`src/rtl/sdff_scan_bank.sv`:
```
// sdff_scan_bank: a bank of WIDTH scan flip-flops with a built-in enable and a scan-session controller.
// The WIDTH bits form CHAINS equal scan chains of length L = WIDTH/CHAINS.
// The controller counts shift cycles. It pulses CHAIN_DONE after every L consecutive shifts.
// It sets PARTIAL when a scan session ends before a full chain load.
// Ports:
//   CK         in  rising-edge clock
//   RN         in  synchronous active-low reset
//   D          in  functional data (WIDTH)
//   E          in  functional load enable
//   SE         in  scan enable (has priority over E)
//   SI         in  scan-in, one bit per chain (CHAINS)
//   Q          out register contents (WIDTH)
//   SO         out scan-out, one bit per chain, taken directly from Q (CHAINS)
//   SHIFT_CNT  out consecutive shifts in the current session ($clog2(L+1))
//   CHAIN_DONE out one-cycle pulse after L consecutive shifts
//   PARTIAL    out sticky flag: the last session ended mid-chain
// Requires WIDTH % CHAINS == 0 and WIDTH/CHAINS >= 2.
module sdff_scan_bank #(
  parameter int unsigned             WIDTH   = 32,
  parameter int unsigned             CHAINS  = 4,
  parameter logic [WIDTH-1:0]        RST_VAL = '0
) (
  input  logic                                        CK,
  input  logic                                        RN,
  input  logic [WIDTH-1:0]                            D,
  input  logic                                        E,
  input  logic                                        SE,
  input  logic [CHAINS-1:0]                           SI,
  output logic [WIDTH-1:0]                            Q,
  output logic [CHAINS-1:0]                           SO,
  output logic [$clog2((WIDTH/CHAINS)+1)-1:0]         SHIFT_CNT,
  output logic                                        CHAIN_DONE,
  output logic                                        PARTIAL
);

  localparam int unsigned L  = WIDTH / CHAINS;
  localparam int unsigned CW = $clog2(L + 1);

  typedef enum logic {
    ST_FUNC  = 1'b0,
    ST_SHIFT = 1'b1
  } state_e;

  state_e           state_q, state_d;
  logic [WIDTH-1:0] data_q, data_d;
  logic [CW-1:0]    cnt_q, cnt_d;
  logic             done_q, done_d;
  logic             partial_q, partial_d;
  logic [WIDTH-1:0] shifted;

  // Each chain shifts toward its low bit; SI enters at the chain's top bit.
  always_comb begin
    shifted = data_q;
    for (int c = 0; c < int'(CHAINS); c++) begin
      shifted[c*L +: L] = {SI[c], data_q[c*L+1 +: L-1]};
    end
  end

  // Next-state logic. The order of decisions is reset, then shift, then load, then hold.
  always_comb begin
    state_d   = state_q;
    data_d    = data_q;
    cnt_d     = cnt_q;
    done_d    = 1'b0;
    partial_d = partial_q;

    if (SE) begin
      data_d  = shifted;
      state_d = ST_SHIFT;
      // The count is always zero in FUNC, so the first shift of a session lands on 1.
      if (cnt_q == CW'(L - 1)) begin
        cnt_d     = '0;
        done_d    = 1'b1;
        partial_d = 1'b0;
      end else begin
        cnt_d = cnt_q + CW'(1);
      end
    end else begin
      if (state_q == ST_SHIFT) begin
        state_d = ST_FUNC;
        // An exit on a chain boundary leaves PARTIAL as it was.
        if (cnt_q != '0) begin
          partial_d = 1'b1;
          cnt_d     = '0;
        end
      end
      if (E) begin
        data_d = D;
      end
    end
  end

  // State register with synchronous active-low reset.
  always_ff @(posedge CK) begin
    if (!RN) begin
      state_q   <= ST_FUNC;
      data_q    <= RST_VAL;
      cnt_q     <= '0;
      done_q    <= 1'b0;
      partial_q <= 1'b0;
    end else begin
      state_q   <= state_d;
      data_q    <= data_d;
      cnt_q     <= cnt_d;
      done_q    <= done_d;
      partial_q <= partial_d;
    end
  end

  // SO is the low bit of each chain, with no extra register stage.
  always_comb begin
    SO = '0;
    for (int c = 0; c < int'(CHAINS); c++) begin
      SO[c] = data_q[c*L];
    end
  end

  assign Q          = data_q;
  assign SHIFT_CNT  = cnt_q;
  assign CHAIN_DONE = done_q;
  assign PARTIAL    = partial_q;

endmodule

```
`config.mk`:
```
export PLATFORM = sky130hd
export DESIGN_NAME = sdff_scan_bank
export DESIGN_NICKNAME = d
export VERILOG_FILES = /design/src/rtl/sdff_scan_bank.sv
export SDC_FILE = /design/constraint.sdc
export NUM_CORES = 1
export LEC_CHECK = 0
export ABC_AREA = 1
export CORE_MARGIN = 3
export CORE_UTILIZATION = 40
export CTS_CLUSTER_DIAMETER = 100
export DETAILED_ROUTE_END_ITERATION = 7
export DONT_BUFFER_PORTS = 1
export HOLD_SLACK_MARGIN = 0.05
export PLACE_DENSITY = 0.53
export SLEW_MARGIN = 20
export SYNTH_ARGS = -nofsm -noshare
export SYNTH_HDL_FRONTEND = slang
export SYNTH_SLANG_ARGS = --single-unit
```
`constraint.sdc`:
```
create_clock -name CK -period 1.1 [get_ports CK]
set_input_delay 0.33 -clock CK [delete_from_list [all_inputs] [get_ports CK]]
set_output_delay 0.33 -clock CK [all_outputs]
set_load 0.05 [all_outputs]
```
==> impl_metrics.yaml, run 1 <==
timing:
  min_period_ps: 1150
  slew_viol_final: 0
  finalHoldViolations: 0
  fmax_ghz: 0.870
  skew_ps: 5.50
  fin_ws_ps: -48.8
  fin_crit_sh: 1.04
  rsz0062_at_grt: "true"
  worstMarginPinSlew_ps: 193
  slew_headroom: 0.871
  finalSetupViolations: 26
synth:
  yosysWarningCount: 0
  synth_top_area_share: 0.422
  synth.yosys.seq_area_share: 0.422
  synth.distinct_cells: 14
  netlist_area_um2: 1850
  synth_cells: 294
  synth_area_per_cell_um2: 6.30
  syn_nets: 336
  synth.area.top_cells: "dfxtp_1, nand2_1, nand3_1"
  synth-seq-cells: 39
  synth_area_leader_cell: "dfxtp_1"
layout:
  area_delta_synth_final_pct: 53.9
  nets: 378
  seq_area_um2: 846
  final_cells: 389
  nFillCells: 380
  drive_above_1_share: 0.335
  stdcell_area_um2: 2850
  multiInputGateArea_um2: 870
  antenna_cells: 0
critical_path:
  timing.rr.end: "SHIFT_CNT[2]"
  end_kind: "output pin"
  critPathKind: "flop to output pin"
  crit_buf_inv: 1
  r2r_cells: 7
  arrival_ps: 820
  cp_max_fo: 4
  reg2reg_slack_ps: -10
  worstPathRequired_ps: 770
  critical_path.startpoint_type: "flop"
  cp_top_family: "flip-flops"
  path_cells: "buf_8"
  reg2reg_from: "SHIFT_CNT[1]"
  max_stage_delay_ps: 380
  cp_slowest_cell: "dfxtp_4"
floorplanning:
  ioPinCount: 82
  row_count: 24
  start_util: 0.420
  die_area_um2: 5480
  die_x_um: 74.0
  core_um2: 4410
  chipHeight_um: 74.0
global_routing:
  grt_max_degree: 38
  grt_pass1_vias: 1776
  grt_pass1_wl_mm: 7.64
  antenna_found_initial: 0
  gr-total-overflow: 0
  grt_util_all_layers: 0.178
clock_network:
  cts_buffer_depth: 2
  cts_tree: "done"
  clkSinkCount: 39
  path_clk_slew_ps: 70
  clock_latency_ps: 280
  hold_buffers: 0
  cts_buffers: 5
  root_buffer: "clkbuf_8"
  htreeDepth: 2
hold_path:
  holdPathEnd: "Q[6]"
  hold_class: "primary input to flop"
  hp-start: "RN"
  hold_depth: 2
detailed_routing:
  vias: 1868
  drc: 0
  drtIter0Drc: 87
  dr.pass1.iters: 6
  avgRoutedWirePerCell_um: 11.8
  routed_wl_mm: 4.59
  antenna_left: 0
  vias_per_cell: 4.80
power_and_ir_drop:
  p_per_area_nw_per_um2: 1200
  ir_drop_v: 0.000659
  p_leak_nw: 1.49
placed_design:
  port_buffers: 0
  gp_congestion: 0.793
  postPlaceCellArea_um2: 2400
  dp_cells: 370
  hpwl_mm: 3.06
run_status:
  status: "complete, but fails checks"
  violations: "negative setup slack"
run:
  cap_violations: 0
power by group:
group | switching, mW | internal, mW | leakage [nW]
sequential | 0.0634 | 1.49 | 0.337
combinational | 0.479 | 0.358 | 1.10
clock | 0.468 | 0.572 | 0.0515
logic make-up (layout without fill, tap and decap cells):
| family | after synthesis | in the layout | synth area share |
|---|---|---|---|
| compound gates | 4 | 4 | 0.0108 |
| fa+ha+maj | 2 | 2 | 0.0135 |
| buf+inv | 60 | 103 | 0.136 |
| flops | 39 | 39 | 0.422 |
| simple gates | 189 | 189 | 0.418 |
placed cells by master, fill, tap and decap left out:
cell type    n
clkbuf_8     7
inv_2        3
nand3_2      2
nand2_2      3
inv_1       39
dfxtp_2     31
nor2_4       2
a21oi_2      1
a21oi_1      2
buf_12      21
dfxtp_4      7
buf_8       20
dfxtp_1      1
nand3_1     37
o21ai_0      1
nand2_1    138
ha_4         2
nor2_1       5
clkbuf_1     1
nor2_2       2
buf_4       12
synthesized netlist by cell type:
cell	instances
ha_1	2
nand3_1	39
nor2_4	2
nand2_1	141
inv_2	1
nor2_1	7
buf_2	7
a21oi_1	3
clkbuf_1	3
buf_1	3
buf_4	5
o21ai_0	1
dfxtp_1	39
inv_1	41
area by class of cell:
type	count	area share
Clock buffer	8	0.0351
Sequential cell	39	0.297
Inverter	42	0.0553
Multi-Input combinational cell	195	0.305
Tap cell	52	0.0228
Timing Repair Buffer	53	0.285
how the worst max path moves through the flow:
stage	cells after the start	from	to	slack, ps
finish	1	SHIFT_CNT[0]	SHIFT_CNT[0]	-50
global route	1	SHIFT_CNT[0]	SHIFT_CNT[0]	-80
CTS	1	Q[0]	SO[0]	-60
detailed placement	6	SHIFT_CNT[0]	PARTIAL	110
global placement	6	SHIFT_CNT[0]	SHIFT_CNT[1]	140
floorplan	7	SE	Q[10]	20
sequential cells by signal (all words and copies together) (netlist names):
signal      flops
Q              32
CHAIN_DONE      1
state_q         1
SHIFT_CNT       4
PARTIAL         1
routing by layer:
metal | wire, µm | track usage | vias up
met1 | 1930 | 0.223 | 827
met2 | 2190 | 0.284 | 73
met4 | 73 | 0.0704 | 0
met5 | 0 | 0 | -
li1 | - | - | 957
met3 | 399 | 0.0554 | 11
stage by stage:
stage	TNS (ps)	utilization	setup WS [ps]	hold slack [ps]	total power, mW
after floorplan	0	-	16.3	457	2.08
after global placement	0	0.544	136	431	2.29
after detailed placement	0	0.544	114	436	2.29
after CTS	-992	0.632	-62.2	128	3.46
after global routing	-1910	0.645	-83.9	129	3.61
final	-497	0.645	-48.8	143	3.43
what timing repair did:
action                                  CTS  global route
endpoints found under the setup margin   42            47
resized for setup                        72            17
pin swaps                                 0             5
buffers inserted                         11             0
Note: power is estimated with default switching activity, not from simulation.
==> run 2: changes to the inputs <==
Settings changed: CORE_UTILIZATION 40 to 55, PLACE_DENSITY 0.53 to 0.7.
==> impl_metrics.yaml, run 2 (synthesized netlist as in run 1, its figures left out) <==
run_status:
  status: "complete, but fails checks"
  violations: "negative setup slack"
timing:
  fin_crit_sh: 1.10
  finalSetupTns_ps: -3320
  fmax_ghz: 0.828
  min_period_ps: 1210
  slew_headroom: 0.806
  fin_ws_ps: -108
  worstMarginPinSlew_ps: 288
  fin_hold_ws_ps: 80.4
  slew_viol_final: 0
  finalSetupViolations: 45
  finalHoldViolations: 0
  rsz0062_at_grt: "true"
  skew_ps: 4.22
layout:
  antenna_cells: 0
  area_delta_synth_final_pct: 52.0
  nFillCells: 148
  final_util: 0.900
  nets: 383
  drive_above_1_share: 0.351
  final_cells: 386
  final_common_cell: "nand2_1"
  final_cell_mix: "nand2_1, inv_1, nand3_1"
  largest_register_ffs: 32
  stdcell_area_um2: 2820
clock_network:
  cts_buffer_depth: 2
  clkSinkCount: 39
  clock_latency_ps: 340
  hold_buffers: 0
  cts_tree: "done"
  path_clk_slew_ps: 110
  cts_buffers: 5
  htreeDepth: 2
  root_buffer: "clkbuf_4"
global_routing:
  grt_pass1_vias: 1960
  grt_max_degree: 38
  grt_busiest_layer: "met2"
  gr-total-overflow: 0
  antenna_found_initial: 0
  met2_usage: 0.483
  grt_util_all_layers: 0.276
  gr-usage-met1: 0.312
  grt_pass1_wl_mm: 8.89
  grt_use_met3: 0.0738
critical_path:
  critPathKind: "flop to output pin"
  r2r_cells: 5
  reg2reg_from: "SHIFT_CNT[0]"
  worstPathRequired_ps: 770
  critical_path.startpoint_type: "flop"
  crit_buf_inv: 1
  arrival_ps: 880
  max_stage_delay_ps: 370
  cp_top_family: "flip-flops"
  crit_path_start: "Q[0]"
  end_kind: "output pin"
  reg2reg_slack_ps: -80
  path_cells: "buf_12"
  cp_slowest_cell: "dfxtp_2"
  timing.rr.end: "SHIFT_CNT[3]"
  cp_max_fo: 2
detailed_routing:
  avgRoutedWirePerCell_um: 15.4
  antenna_left: 0
  drtIter0Drc: 163
  routed_wl_mm: 5.94
  dr.pass1.iters: 4
  vias_per_cell: 5.12
  drc: 0
  vias: 1975
power_and_ir_drop:
  p_per_area_nw_per_um2: 1110
  ir_drop_v: 0.000915
  total_power_mw: 3.13
  p_leak_nw: 1.49
floorplanning:
  die_x_um: 64.0
  chipHeight_um: 64.0
  core_um2: 3130
  die_area_um2: 4100
  start_util: 0.592
  ioPinCount: 82
  row_count: 20
hold_path:
  hold_depth: 2
  holdPathEnd: "Q[7]"
  hp-start: "RN"
  hold_class: "primary input to flop"
placed_design:
  dp_cells: 362
  hpwl_mm: 3.07
  port_buffers: 0
  postPlaceCellArea_um2: 2350
  gp_congestion: 0.767
  place_worst_setup_slack_ps: 84.3
run:
  cap_violations: 0
[run 2: changes by cell type in the layout (fill, tap and decap cells not counted), sizes merged]
cell / previous run / this run
clkbuf: 8 / 6
buf: 53 / 58
clkinv: 0 / 2
[run 2: layout make-up]
| type | count | area, µm² | area share |
|---|---|---|---|
| multi-input cells | 195 | 883 | 0.314 |
| flip-flops and latches | 39 | 841 | 0.299 |
| repair buffers | 58 | 825 | 0.293 |
| inverters | 42 | 163 | 0.0578 |
| well taps | 44 | 55.1 | 0.0196 |
| clock buffers | 6 | 41.3 | 0.0147 |
| clock inverters | 2 | 7.51 | 0.00267 |
[run 2: power by group]
part	switching, mW	internal (mW)
combinational	0.525	0.368
sequential	0.0611	1.49
clock	0.445	0.237
[run 2: worst max-delay path by stage]
stage / end / slack, ps / depth (start not counted)
after floorplan: Q[10] / 20 / 7
after global placement: SHIFT_CNT[3] / 130 / 6
after detailed placement: SHIFT_CNT[3] / 80 / 6
after CTS: Q[0] / -120 / 1
after global routing: Q[0] / -160 / 1
final: Q[0] / -110 / 1
[run 2: timing repair]
action | 4_1_cts | 5_1_grt
gates resized for setup | 81 | 20
buffers inserted | 14 | 2
pin swaps | 1 | 10
setup endpoints to repair | 42 | 48
[run 2: per-layer routing]
layer  up-vias  wire (µm)
met5         -          0
met4         0         60
met3         9        514
met2        97       3110
met1       902       2260
li1        967          -
